==> src/rtl/song_reader_if.sv <==
// Song reader bus: control inputs, song ROM port and note-player load port.
interface song_reader_if #(
  parameter int unsigned NOTE_W = 6,
  parameter int unsigned DUR_W  = 6,
  parameter int unsigned SONG_W = 2,
  parameter int unsigned IDX_W  = 5
) ();
  logic                    play;
  logic [SONG_W-1:0]       song;
  logic                    note_done;
  logic [SONG_W+IDX_W-1:0] rom_addr;
  logic [NOTE_W+DUR_W-1:0] rom_data;
  logic [NOTE_W-1:0]       note;
  logic [DUR_W-1:0]        duration;
  logic                    new_note;
  logic                    song_done;

  // master: the sequencer itself; slave: controls, ROM and note player around it
  modport master (
    input  play, song, note_done, rom_data,
    output rom_addr, note, duration, new_note, song_done
  );

  modport slave (
    output play, song, note_done, rom_data,
    input  rom_addr, note, duration, new_note, song_done
  );
endinterface

==> src/rtl/song_reader.sv <==
// Note sequencer: walks a song in a synchronous ROM, strobes each note/duration
// pair to the note player, advances on note_done and flags the end of the song.
module song_reader #(
  parameter int unsigned NOTE_W = 6,
  parameter int unsigned DUR_W  = 6,
  parameter int unsigned SONG_W = 2,
  parameter int unsigned IDX_W  = 5
) (
  input  logic         clk,
  input  logic         reset,
  song_reader_if.master bus
);

  localparam int unsigned ADDR_W = SONG_W + IDX_W;
  localparam int unsigned WORD_W = NOTE_W + DUR_W;
  localparam logic [IDX_W-1:0] IDX_LAST = '1;

  typedef enum logic [2:0] {
    S_FETCH,
    S_CAPTURE,
    S_PLAYING,
    S_ADVANCE,
    S_END
  } state_t;

  state_t            state;
  logic [IDX_W-1:0]  idx;
  logic [SONG_W-1:0] song_reg;
  logic              done_pend;
  logic [ADDR_W-1:0] rom_addr;
  logic [NOTE_W-1:0] note;
  logic [DUR_W-1:0]  duration;
  logic              new_note;
  logic              song_done;

  logic [WORD_W-1:0] word;
  assign word = bus.rom_data;

  // Priority: reset, then song change, then pause, then normal sequencing.
  always_ff @(posedge clk) begin
    if (reset) begin
      state     <= S_FETCH;
      idx       <= '0;
      song_reg  <= bus.song;
      rom_addr  <= {bus.song, IDX_W'(0)};
      done_pend <= 1'b0;
      note      <= '0;
      duration  <= '0;
      new_note  <= 1'b0;
      song_done <= 1'b0;
    end else if (bus.song != song_reg) begin
      // note/duration deliberately keep their last values until the next capture
      state     <= S_FETCH;
      idx       <= '0;
      song_reg  <= bus.song;
      rom_addr  <= {bus.song, IDX_W'(0)};
      done_pend <= 1'b0;
      new_note  <= 1'b0;
      song_done <= 1'b0;
    end else if (!bus.play) begin
      // Frozen; a note_done arriving now is remembered for when play resumes.
      new_note  <= 1'b0;
      song_done <= 1'b0;
      if (state == S_PLAYING && bus.note_done) begin
        done_pend <= 1'b1;
      end
    end else begin
      new_note  <= 1'b0;
      song_done <= 1'b0;
      case (state)
        S_FETCH: state <= S_CAPTURE;
        S_CAPTURE: begin
          if (word[DUR_W-1:0] == '0) begin
            song_done <= 1'b1;
            state     <= S_END;
          end else begin
            note     <= word[WORD_W-1:DUR_W];
            duration <= word[DUR_W-1:0];
            new_note <= 1'b1;
            state    <= S_PLAYING;
          end
        end
        S_PLAYING: begin
          if (bus.note_done || done_pend) begin
            done_pend <= 1'b0;
            state     <= S_ADVANCE;
          end
        end
        S_ADVANCE: begin
          if (idx == IDX_LAST) begin
            song_done <= 1'b1;
            state     <= S_END;
          end else begin
            idx      <= idx + IDX_W'(1);
            rom_addr <= {song_reg, idx + IDX_W'(1)};
            state    <= S_FETCH;
          end
        end
        S_END:   state <= S_END;
        default: state <= S_FETCH;
      endcase
    end
  end

  assign bus.rom_addr  = rom_addr;
  assign bus.note      = note;
  assign bus.duration  = duration;
  assign bus.new_note  = new_note;
  assign bus.song_done = song_done;

endmodule

==> src/flat_wrapper.sv <==
// flat-port wrapper written by rule: the top's interface ports become plain ports
module song_reader_flat 
#(
  parameter int unsigned NOTE_W = 6,
  parameter int unsigned DUR_W  = 6,
  parameter int unsigned SONG_W = 2,
  parameter int unsigned IDX_W  = 5
)
  (clk, reset, bus_play, bus_song, bus_note_done, bus_rom_data, bus_rom_addr, bus_note, bus_duration, bus_new_note, bus_song_done);
  song_reader_if #(.NOTE_W(NOTE_W), .DUR_W(DUR_W), .SONG_W(SONG_W), .IDX_W(IDX_W)) bus_i ();
  input  logic clk;
  input  logic reset;
  input wire logic [$bits(bus_i.play)-1:0] bus_play;
  input wire logic [$bits(bus_i.song)-1:0] bus_song;
  input wire logic [$bits(bus_i.note_done)-1:0] bus_note_done;
  input wire logic [$bits(bus_i.rom_data)-1:0] bus_rom_data;
  output wire logic [$bits(bus_i.rom_addr)-1:0] bus_rom_addr;
  output wire logic [$bits(bus_i.note)-1:0] bus_note;
  output wire logic [$bits(bus_i.duration)-1:0] bus_duration;
  output wire logic [$bits(bus_i.new_note)-1:0] bus_new_note;
  output wire logic [$bits(bus_i.song_done)-1:0] bus_song_done;
  assign bus_i.play = bus_play;
  assign bus_i.song = bus_song;
  assign bus_i.note_done = bus_note_done;
  assign bus_i.rom_data = bus_rom_data;
  assign bus_rom_addr = bus_i.rom_addr;
  assign bus_note = bus_i.note;
  assign bus_duration = bus_i.duration;
  assign bus_new_note = bus_i.new_note;
  assign bus_song_done = bus_i.song_done;
  song_reader #(.NOTE_W(NOTE_W), .DUR_W(DUR_W), .SONG_W(SONG_W), .IDX_W(IDX_W)) u_core (.clk(clk), .reset(reset), .bus(bus_i));
endmodule
==> config.mk <==
export PLATFORM = sky130hd
export DESIGN_NAME = song_reader_flat
export DESIGN_NICKNAME = d
export VERILOG_FILES = /design/src/rtl/song_reader_if.sv /design/src/rtl/song_reader.sv /design/src/flat_wrapper.sv
export SDC_FILE = /design/constraint.sdc
export NUM_CORES = 1
export LEC_CHECK = 0
export ABC_AREA = 1
export ABC_CLOCK_PERIOD_IN_PS = 1500
export BUFFER_PORTS_ARGS = -buffer_cell sky130_fd_sc_hd__buf_2
export CAP_MARGIN = 25
export CELL_PAD_IN_SITES_DETAIL_PLACEMENT = 1
export CELL_PAD_IN_SITES_GLOBAL_PLACEMENT = 2
export CORE_UTILIZATION = 24
export CTS_CLUSTER_DIAMETER = 50
export CTS_CLUSTER_SIZE = 14
export DETAILED_ROUTE_END_ITERATION = 6
export GPL_TIMING_DRIVEN = 0
export PLACE_DENSITY = 0.77
export SLEW_MARGIN = 30
export SYNTH_ARGS = -nofsm -noshare
export SYNTH_HDL_FRONTEND = slang
export SYNTH_SLANG_ARGS = --single-unit
==> constraint.sdc <==
create_clock -name clk -period 1.5 [get_ports clk]
set_input_delay 0.15 -clock clk [delete_from_list [all_inputs] [get_ports clk]]
set_output_delay 0.15 -clock clk [all_outputs]
set_load 0.05 [all_outputs]
# Word-level counts from Yosys, hierarchy flattened
# Index checks and enable logic that the tools add are counted.
[word_totals]
in_bits = 18
out_inout_bits = 21
register_bits = 27
[classes]
mux = 19
bitwise_logic = 5
eq_ne = 10
n_reduce_logical = 16
add_sub_neg = 1
[op_table]
columns = ["op", "n"]
rows = [
  ["$mux 7", 5],
  ["$pmux 3 s5", 1],
  ["$mux 3", 3],
  ["$reduce_and 3->1", 3],
  ["$mux 1", 7],
  ["$eq 3x2->1 const B", 2],
  ["$logic_not 6->1", 1],
  ["$reduce_bool 3->1", 2],
  ["$add 5x1->5 const B", 1],
  ["$eq 5x5->1 const B", 1],
  ["$not 1->1", 5],
  ["$mux 2", 2],
  ["$ne 2x1->1 const B", 2],
  ["$reduce_and 4->1", 1],
  ["$reduce_bool 2->1", 2],
  ["$reduce_or 4->1", 1],
  ["$eq 3x1->1 const B", 1],
  ["$eq 3x3->1 const B", 1],
  ["$logic_not 3->1", 1],
  ["$ne 3x2->1 const B", 1],
  ["$reduce_or 3->1", 1],
  ["$ne 2x2->1", 1],
  ["$ne 2x2->1 const B", 1],
  ["$pmux 1 s2", 1],
  ["other kinds (4)", 4],
]

# Depth between registers and ports, before layout
# Gate-level depths: netlist (run 1).
[depth]
word_depth = 6
ltp_mapped = 9

# Worst setup path before layout (run 1)
# OpenSTA, ideal clock, no wires.
[synth_path]
kind = "register to register"
from = "reg u_core.idx[0]"
to = "reg u_core.idx[2]"
arrival_ps = 1621
path_slack_ps = -243
stages_incl_launch_ff = 10
period_less_slack_ps = 1743
required_time_ps = 1378
n_path_buf = 0
cell_sequence = "dfxtp_1 ha_1 nand2_1 nor2_1 ha_1 nor2_1 nand2_2 inv_1 nand2_1 a21oi_1"
[synth_via]
elab_chain_len = 3
word_cells_on_any_way = 4
classes_between = "add/sub: 1; eq/ne: 1; bitwise: 1; reduce/logical: 1"
[synth_lines]
columns = ["item", "line", "text"]
rows = [
  ["start, declared", "song_reader.sv:27", "logic [IDX_W-1:0] idx;"],
  ["start signal, assigned", "song_reader.sv:94", "idx <= idx + IDX_W'(1);"],
  ["parallel branches: the longest is 3 deep, another holds $add 5x1->5", "--", ""],
]
# Several ways; the timed one is not identified.
# A chain may end at the register's enable or synchronous reset.

# Worst setup path in the final report (run 1)
[layout_path]
from = "reg u_core.idx[1]"
to = "reg u_core.rom_addr[6], in the netlist u_core.bus.rom_addr[6] (enable)"
[layout_via]
elab_chain_len = 3
[layout_lines]
columns = ["item", "line", "text"]
rows = [
  ["$eq 5x5->1", "song_reader.sv:90", "if (idx == IDX_LAST) begin"],
  ["$ne 3x2->1 (no source line)", "--", ""],
  ["$reduce_and 3->1 (no source line)", "--", ""],
  ["end signal, assigned", "song_reader.sv:45", "rom_addr <= {bus.song, IDX_W'(0)};"],
  ["end signal, assigned", "song_reader.sv:56", "rom_addr <= {bus.song, IDX_W'(0)};"],
  ["end signal, assigned", "song_reader.sv:95", "rom_addr <= {song_reg, idx + IDX_W'(1)};"],
  ["end, declared", "song_reader.sv:30", "logic [ADDR_W-1:0] rom_addr;"],
]
# No other way between the ends.

==> results of run 1 <==
[cells by family after synthesis]
group                      count (synthesis)
and+or+nand+nor                          101
buffers and inverters                     31
DFF                                       27
AOI/OAI and AO/OA                         14
adders and majority gates                  3
xor gates and xnor gates                   1
[cells in the final DEF, fill, tap and decap left out, types with 5 or more instances in the layout]
cell and count:
nor2_1 32, nand2_2 5, nand4_1 13, a21oi_1 8, buf_2 39, nand2_1 33
dfxtp_1 17, inv_1 24
[power breakdown]
part	switching, mW	internal (mW)
clock network	0.225	0.191
registers	0.00819	0.749
logic	0.136	0.0625
[layer usage]
layer | vias to the layer above | track usage [%] | wire length (um)
met5 | - | 0 | 0
met4 | 0 | 6.17 | 76
met3 | 5 | 1.61 | 94
met2 | 19 | 19.0 | 1460
met1 | 558 | 18.0 | 1670
li1 | 653 | - | -
[worst max-delay path, cell delays in order (launching register included)]
cell,delay [ns]
dfxtp_4,0.37
ha_4,0.16
nand2_2,0.07
nor2_4,0.04
ha_1,0.19
nor2_2,0.12
nand2_2,0.08
nand2_2,0.09
[layout make-up]
type | instances | area [um^2] | area share, %
timing repair buffer | 42 | 238 | 13.6
clock buffer | 4 | 45.0 | 2.57
multi-input combinational | 119 | 656 | 37.4
buffer | 5 | 35.0 | 2.00
sequential | 27 | 593 | 33.9
tap | 70 | 87.6 | 5.00
inverter | 26 | 97.6 | 5.57
[metrics by stage]
| stage | setup TNS [ns] | cells | power (mW) | setup slack [ns] |
|---|---|---|---|---|
| 2_1_floorplan | 0 | 177 | 0.896 | 0.0173 |
| 3_3_place_gp | -0.00793 | 285 | 0.956 | -0.00793 |
| 3_5_place_dp | -0.0258 | 285 | 0.958 | -0.0223 |
| 4_1_cts | 0 | 290 | 1.39 | 0.00686 |
| 5_1_grt | -0.00309 | 293 | 1.45 | -0.00309 |
| 6_report | 0 | 293 | 1.37 | 0.0937 |
[timing repair]
| item | CTS | global route |
|---|---|---|
| pin swaps | 3 | 6 |
| cloned | 0 | 1 |
| setup buffers | 1 | 2 |
| resized for setup | 2 | 22 |
| endpoints found under the setup margin | 3 | 22 |
[final timing paths]
| kind | endpoint | slack, ns | cells after the start |
|---|---|---|---|
| worst max-delay path | u_core.bus.rom_addr[6] | 0.09 | 7 |
| worst min-delay path | u_core.song_reg[0] | 0.08 | 1 |
| worst max register to register | u_core.bus.rom_addr[6] | 0.09 | 7 |
| worst min register to register | u_core.bus.note[1] | 0.47 | 2 |
==> metrics.md, run 1 <==
| Metric | Value |
|---|---|
| Mapped Nets | 198 |
| Fin. Hold Viols | 0 |
| Diode count | 0 |
| DP Area | 1580 um^2 |
| Top cell type's share of synthesized area | 35.8% |
| Synth Area in XOR/XNOR | 0.682% |
| Largest net degree at the start of global routing | 15 |
| Slew @ Worst Pin | 0.399 ns |
| TritonCTS Sinks | 27 |
| Area grow syn2layout | 36.3% |
| Drt pass-1 iters | 4 |
| Main combinational cell family by area after synthesis | simple AND/OR/NAND/NOR gates |
| Fmax | 711 MHz |
| Regs by FF count | u_core.bus.duration (6), u_core.bus.note (6), u_core.idx (5) |
| Post-route cell area | 1750 um^2 |
| Share of cells above drive strength 1 | 33.6% |
| GRT Total Usage | 12.7% |
| Clock Latency Late Sink | 0.27 ns |
| Final #Nets | 245 |
| Power Dens Cells | 783 nW/um^2 |
| Adder-Cell Fraction of Synth Area | 2.92% |
| Relative slew slack | 73.4% |
| Grt ovf | 0 |
| Synth area leader | dfxtp_1 |
| Wire per inst | 11.3 um |
| Leakage | 0.834 nW |
| Syn Inst Count | 177 |
| Post-DP HPWL | 2440 um |
| Cell Area, Synth | 1280 um^2 |
| Die H | 75.2 um |
| # fillers | 680 |
| Core Footprint | 5140 um^2 |
| Synth Area in Simple Gates | 35.9% |
| Die area | 5650 um^2 |
| Final setup fails | 0 |
| Vias in the first global route | 1172 |
| Min-delay src | bus_song[0] |
| Max FO, Critical Path | 4 |
| Synth top area cells | dfxtp_1 (36%), nand2_1 (11%), nor2_1 (11%) |
| Post-synth EDFFs | 4 |
| Yosys Warn Count | 0 |
| First-pass GRT wire length | 5400 um |
| Setup Skew | 0.00274 ns |
| Post-synthesis compound-gate area fraction | 5.74% |
| Worst R2R Start | u_core.idx[1] |
| Register bit total from synthesis | 27 |
| WP data required | 1.50 ns |
| CTS Buf Count | 3 |
| Status | complete, no violations |
| Critical Path AT | 1.41 ns |
| Top-count cell post-synth | nand2_1 |
| Mapped Avg Cell Area | 7.26 um^2 |
| Ports | 39 |
| Via Count | 1235 |
| Count of final max-slew check failures | 0 |
| Part of the cycle the worst path needs | 93.8% |
| Via-to-Cell Ratio | 4.22 |
| CTS Buffer Depth | 2 |
| Hold-fix buffers, CTS | 0 |
| Async set-reset flop share out of synthesis | 0% |
| RePlAce Congestion | 0.703 |
| Sequential element share of the synthesized area | 45.2% |
| Final ANT Viol Nets | 0 |
| Post-synth cell types | 27 |
| Max-Cap Viols | 0 |
| Die W | 75.2 um |
| DRC viols | 0 |
| Tmin final | 1.41 ns |
| Total Wirelength | 3300 um |
| Clock-pin slew on the worst setup and hold paths | 0.09 ns |
| Top FF cell, synth | dfxtp_1 |
| Fin util | 34.1% |
| Worst vdd ir | 0.283 mV |
| Most frequent cells after synthesis | nand2_1 (37), nor2_1 (36), inv_1 (25) |
| Startpoint types | register |
| Crit. End Element | register |
| Hold slack final | 0.0818 ns |
| CTS tree | done |
| Root Buffer | clkbuf_8 |
| Worst setup path class | register to register |
| Mux cell area share after synthesis | 0% |
| Initial antenna violation count | 0 |
| Cell Rows | 26 |
| H-tree levels | 1 |
| Initial DRC count | 16 |
| Min-delay worst type | primary input to register |
| Initial Util | 25.0% |
| PortBufs | 38 |
| Critical Path Start | u_core.idx[1] |
(Power assumes the default switching activity.)
==> run 2, diff against run 1 <==
ABC_AREA = 0   (was 1)
CORE_UTILIZATION = 27   (was 24)
SETUP_SLACK_MARGIN = 0.15   (was unset)
==> run 2 against run 1 <==
The run now ends with setup timing left. Clock-buffer cell count is the same. Fmax shrank 12%. Hold slack gained 0.041 ns. Combinational power shrank 6%. Area after synthesis shrank 3.5%. Sequential power shrank 0.5%. Clock skew grew 0.00081 ns. Setup slack lost 0.20 ns. Wire length shrank 4.9%. Critical endpoint is now u_core.bus.rom_addr[5].
==> metrics.md, run 2 <==
| Metric | Value |
|---|---|
| Status | finished with violations |
| Failing checks | setup timing |
| Synth top area cells | dfxtp_1 (37%), mux2i_1 (10%), edfxtp_1 (9.7%) |
| Fmax | 624 MHz |
| Total Wirelength | 3140 um |
| Hold-fix buffers, CTS | 0 |
| CP cell instances | xor2_2 > or3_4 > or2_4 > and2_4 |
| Cell Rows | 24 |
| Min-delay worst type | primary input to register |
| Count of final max-slew check failures | 0 |
| DP Worst Slack | -0.135 ns |
| Cell Area, Synth | 1240 um^2 |
| Top-count cell post-synth | dfxtp_1 |
| Power Dens Cells | 760 nW/um^2 |
| CP max stage cell | edfxtp_1 |
| Most frequent cells after synthesis | dfxtp_1 (23), nand2b_1 (18), mux2i_1 (13) |
| Final worst setup slack | -0.103 ns |
| Initial DRC count | 31 |
| Final setup fails | 13 |
| H-tree levels | 1 |
| Post-synth EDFFs | 4 |
| Top cell type's share of synthesized area | 37.1% |
| CTS tree | done |
| Critical Path Start | u_core.song_reg[1] |
| Max FO, Critical Path | 3 |
| RePlAce Congestion | 0.798 |
| Regs by FF count | u_core.bus.duration (6), u_core.bus.note (6), u_core.idx (5) |
| Final #Nets | 195 |
| Synth area leader | dfxtp_1 |
| CTS Buffer Depth | 2 |
| Post-route cell area | 1790 um^2 |
| Die area | 4870 um^2 |
| Yosys Warn Count | 0 |
| Mapped Nets | 140 |
| Diode count | 0 |
| Setup TNS | -0.424 ns |
| Crit path buf inv count | 0 |
| DP Area | 1550 um^2 |
| DRC viols | 0 |
| Syn Inst Count | 119 |
| Initial antenna violation count | 0 |
| Share of cells above drive strength 1 | 50.3% |
| Max-Cap Viols | 0 |
| Clock Latency Late Sink | 0.27 ns |
| Post-DP HPWL | 2190 um |
| Critical Path AT | 1.64 ns |
| Commonest non-fill, non-tap cell in the layout | buf_2 |
| CTS Buf Count | 3 |
| Worst R2R Start | u_core.song_reg[1] |
| Slew @ Worst Pin | 0.428 ns |
| Startpoint types | register |
| Async set-reset flop share out of synthesis | 0% |
| Top delay family on crit path | simple AND/OR/NAND/NOR gates |
| Relative slew slack | 71.4% |
| Drt pass-1 iters | 4 |
| Core Footprint | 4380 um^2 |
| Unrepaired setup endpoints after global routing | yes |
| Largest net degree at the start of global routing | 15 |
| Worst setup path class | register to register |
| WP data required | 1.54 ns |
| Sequential element share of the synthesized area | 46.8% |
| PortBufs | 38 |
| Initial Util | 28.3% |
| First-pass GRT wire length | 5340 um |
| GRT Total Usage | 13.7% |
| Top FF cell, synth | dfxtp_1 |
| Crit. End Element | register |
| Die H | 69.8 um |
| Register bit total from synthesis | 27 |
| Most frequent cells in the layout | buf_2 (39), nand2b_1 (18), dfxtp_1 (16) |
| Min-delay src | bus_song[0] |
| Fin util | 40.8% |
| Ports | 39 |
| Dpl cells | 209 |
| Final ANT Viol Nets | 0 |
| Die W | 69.8 um |
| TritonCTS Sinks | 27 |
| Root Buffer | clkbuf_8 |
| Via-to-Cell Ratio | 4.70 |
| Fin. Hold Viols | 0 |
| Vias in the first global route | 1133 |
| Post-Layout Cell Count | 225 |
| Mapped Avg Cell Area | 10.4 um^2 |
| Leakage | 0.717 nW |
| Wire per inst | 13.9 um |
| Worst vdd ir | 0.293 mV |
| Setup Skew | 0.00355 ns |
| Tmin final | 1.60 ns |
| Post-synth cell types | 33 |
| CP max stage delay | 0.45 ns |
| Clock-pin slew on the worst setup and hold paths | 0.09 ns |
| Via Count | 1058 |
| Part of the cycle the worst path needs | 107% |
| Grt ovf | 0 |
| Area grow syn2layout | 44.1% |
## run 2: power breakdown
| group | switching [mW] | internal, mW |
|---|---|---|
| clock | 0.228 | 0.190 |
| sequential | 0.00906 | 0.744 |
| combinational | 0.105 | 0.0825 |
## run 2: path summary, 6_finish.rpt
| path | end | slack, ns | depth (start not counted) |
|---|---|---|---|
| worst min-delay path | u_core.song_reg[0] | 0.12 | 1 |
| worst max register to register | u_core.bus.rom_addr[5] | -0.10 | 4 |
| worst max-delay path | u_core.bus.rom_addr[5] | -0.10 | 4 |
| worst min register to register | u_core.bus.duration[3] | 0.47 | 2 |
## run 2: cell type report
cell class	count	area (um^2)
timing repair buffer	50	288
inverter	3	11.3
fill	504	2600
multi-input combinational	85	733
tap	52	65.1
buffer	4	45.0
sequential	27	599
clock buffer	4	45.0
## run 2: cell families after synthesis
logic type / Yosys count / share of synthesized area [%]
AO/OA/AOI/OAI: 13 / 7.67
XOR/XNOR: 5 / 3.53
adder cells (fa/ha/maj): 3 / 3.03
buffers and inverters: 7 / 2.83
flip-flops: 27 / 46.8
multiplexers: 13 / 10.5
AND/OR/NAND/NOR: 51 / 25.6
## run 2: stage by stage
step / hold WS, ns / total power [mW]
2_1_floorplan: 0.242 / 0.867
4_1_cts: 0.0987 / 1.38
5_1_grt: 0.105 / 1.43
3_3_place_gp: 0.374 / 0.919
6_report: 0.122 / 1.36
3_5_place_dp: 0.383 / 0.923
## run 2: worst reg2reg max path, stage by stage (launching register included)
cell and delay [ns]:
edfxtp_1 0.45, xor2_2 0.17, or3_4 0.37, or2_4 0.25
and2_4 0.14
## run 2: what timing repair did
| action | in CTS | in global routing |
|---|---|---|
| pin swaps | 4 | 2 |
| buffers inserted | 8 | 3 |
| gates resized for setup | 17 | 9 |
| hold endpoints to repair | 0 | 0 |
| gates cloned | 1 | 0 |
| endpoints found under the setup margin | 28 | 29 |
## run 2: routing by layer
metal | track usage [%] | wire [um]
met2 | 25.6 | 1610
met1 | 16.0 | 1390
met3 | 2.47 | 146
met5 | 0 | 0
met4 | 3.33 | 0
==> run 3, diff against run 2 <==
ABC_CLOCK_PERIOD_IN_PS = 2000   (was 1500)
CAP_MARGIN = 20   (was 25)
CORE_UTILIZATION = 32   (was 27)
PLACE_DENSITY = 0.86   (was 0.77)
clock period = 2 ns   (was 1.5 ns; I/O delays follow)
==> run 3 against run 2 <==
The flow now finishes without violations. Register-to-register slack improved by 0.35 ns. Flip-flop and latch count unchanged. Non-clock buffer count shrank 12. Die area decreased by 15%. Combinational power fell by 41%. Wire length is 12% lower. First-iteration DRC count shrank 29%. Via count shrank 7.4%. Utilization is 1.1 points higher. Largest power group unchanged.
==> metrics.md, run 3 (synthesis results as in run 2) <==
| Metric | Value |
|---|---|
| Core Footprint | 3690 um^2 |
| Drt pass-1 iters | 4 |
| Crit. End Element | register |
| Clock Latency Late Sink | 0.27 ns |
| Die area | 4130 um^2 |
| Power Dens Cells | 639 nW/um^2 |
| WP data required | 2.03 ns |
| Leakage | 0.643 nW |
| Final setup fails | 0 |
| Post-DP HPWL | 2150 um |
| Max-Cap Viols | 0 |
| Critical Path AT | 1.78 ns |
| Max FO, Critical Path | 4 |
| Fin util | 41.9% |
| Initial antenna violation count | 0 |
| Tmin final | 1.75 ns |
| Fin. Hold Viols | 0 |
| Largest net degree at the start of global routing | 16 |
| Via-to-Cell Ratio | 4.69 |
| Area grow syn2layout | 24.5% |
| Part of the cycle the worst path needs | 87.5% |
| CP max stage cell | edfxtp_1 |
| Grt ovf | 0 |
| Share of cells above drive strength 1 | 32.3% |
| Diode count | 0 |
| Die W | 64.2 um |
| CTS Buffer Depth | 2 |
| H-tree levels | 1 |
| Count of final max-slew check failures | 0 |
| Vias in the first global route | 1054 |
| Slew @ Worst Pin | 0.496 ns |
| Initial DRC count | 22 |
| CP max stage delay | 0.41 ns |
| R2r worst-path depth | 4 |
| Root Buffer | clkbuf_8 |
| Regs by FF count | u_core.bus.duration (6), u_core.bus.note (6), u_core.idx (5) |
| Fmax | 572 MHz |
| Ports | 39 |
| Status | complete, no violations |
| CTS tree | done |
| Relative slew slack | 67.0% |
| Initial Util | 33.6% |
| CTS Buf Count | 3 |
| Total Wirelength | 2750 um |
| Startpoint types | register |
| DRC viols | 0 |
| Most frequent cells in the layout | buf_2 (39), dfxtp_1 (21), nand2b_1 (18) |
| Levels on crit path | 4 |
| Worst setup path class | register to register |
| Hold Path Depth | 1 |
| Final ANT Viol Nets | 0 |
| Final #Nets | 183 |
| Hold-fix buffers, CTS | 0 |
| Wire per inst | 13.2 um |
| RePlAce Congestion | 0.753 |
| GRT Total Usage | 14.9% |
| # fillers | 435 |
| PortBufs | 38 |
| Clock-pin slew on the worst setup and hold paths | 0.09 ns |
| Commonest non-fill, non-tap cell in the layout | buf_2 |
| CP cell instances | xor2_1 > or3_4 > or2_2 > and2_1 |
| Setup Skew | 0.00595 ns |
| Setup TNS | 0 ns |
| Die H | 64.2 um |
| Via Count | 980 |
| TritonCTS Sinks | 27 |
| Worst vdd ir | 0.230 mV |
| Top delay family on crit path | simple AND/OR/NAND/NOR gates |
| Crit path buf inv count | 0 |
| Cell Rows | 22 |
| First-pass GRT wire length | 4820 um |
| Unrepaired setup endpoints after global routing | no |
| Min-delay worst type | primary input to register |
==> run 3: worst reg2reg max path: stages, from the launching register on <==
cell and delay [ns]:
edfxtp_1 0.41, xor2_1 0.20, or3_4 0.41, or2_2 0.34, and2_1 0.16
==> run 3: path summary, 6_finish.rpt <==
kind | start | to | slack, ns
worst max-delay path | u_core.song_reg[1] | u_core.bus.rom_addr[5] | 0.25
worst min-delay path | bus_song[0] | u_core.song_reg[0] | 0.14
worst max register to register | u_core.song_reg[1] | u_core.bus.rom_addr[5] | 0.25
worst min register to register | u_core.bus.note[1] | u_core.bus.note[1] | 0.47
==> run 3: final cells by class <==
cell class / count / area, um^2 / share of cell area [%]
inverters: 3 / 11.3 / 0.729
clock buffers: 3 / 41.3 / 2.67
plain buffers: 4 / 23.8 / 1.54
well taps: 48 / 60.1 / 3.89
flip-flops and latches: 27 / 583 / 37.8
multi-input cells: 85 / 629 / 40.8
clock inverters: 1 / 5.00 / 0.324
repair buffers: 38 / 190 / 12.3
==> run 3: where the power goes <==
group / total (mW) / switching [mW] / internal [mW]
registers: 0.569 / 0.00601 / 0.563
logic: 0.110 / 0.0677 / 0.0423
clock network: 0.307 / 0.167 / 0.140
total: 0.986 / 0.241 / 0.745
==> run 3: per-layer routing <==
metal | global-route usage (%) | wire length (um) | vias up
li1 | - | - | 491
met1 | 18.3 | 1260 | 462
met2 | 27.1 | 1370 | 27
met3 | 2.32 | 125 | 0
met4 | 3.33 | 0 | 0
met5 | 0 | 0 | -
==> run 3: timing repair <==
item,in CTS,in global routing
gates resized for setup,0,1
endpoints found under the setup margin,0,3
buffers inserted,0,0
hold endpoints to repair,0,0
==> run 3: stage by stage <==
stage / hold slack [ns] / instances / worst slack, ns / power, mW / area (um^2)
2_1_floorplan: 0.296 / 119 / 0.204 / 0.649 / 1240
3_3_place_gp: 0.416 / 205 / 0.239 / 0.687 / 1490
3_5_place_dp: 0.417 / 205 / 0.205 / 0.692 / 1490
4_1_cts: 0.127 / 209 / 0.189 / 1.01 / 1540
5_1_grt: 0.125 / 209 / 0.188 / 1.04 / 1540
6_report: 0.138 / 209 / 0.251 / 0.986 / 1540
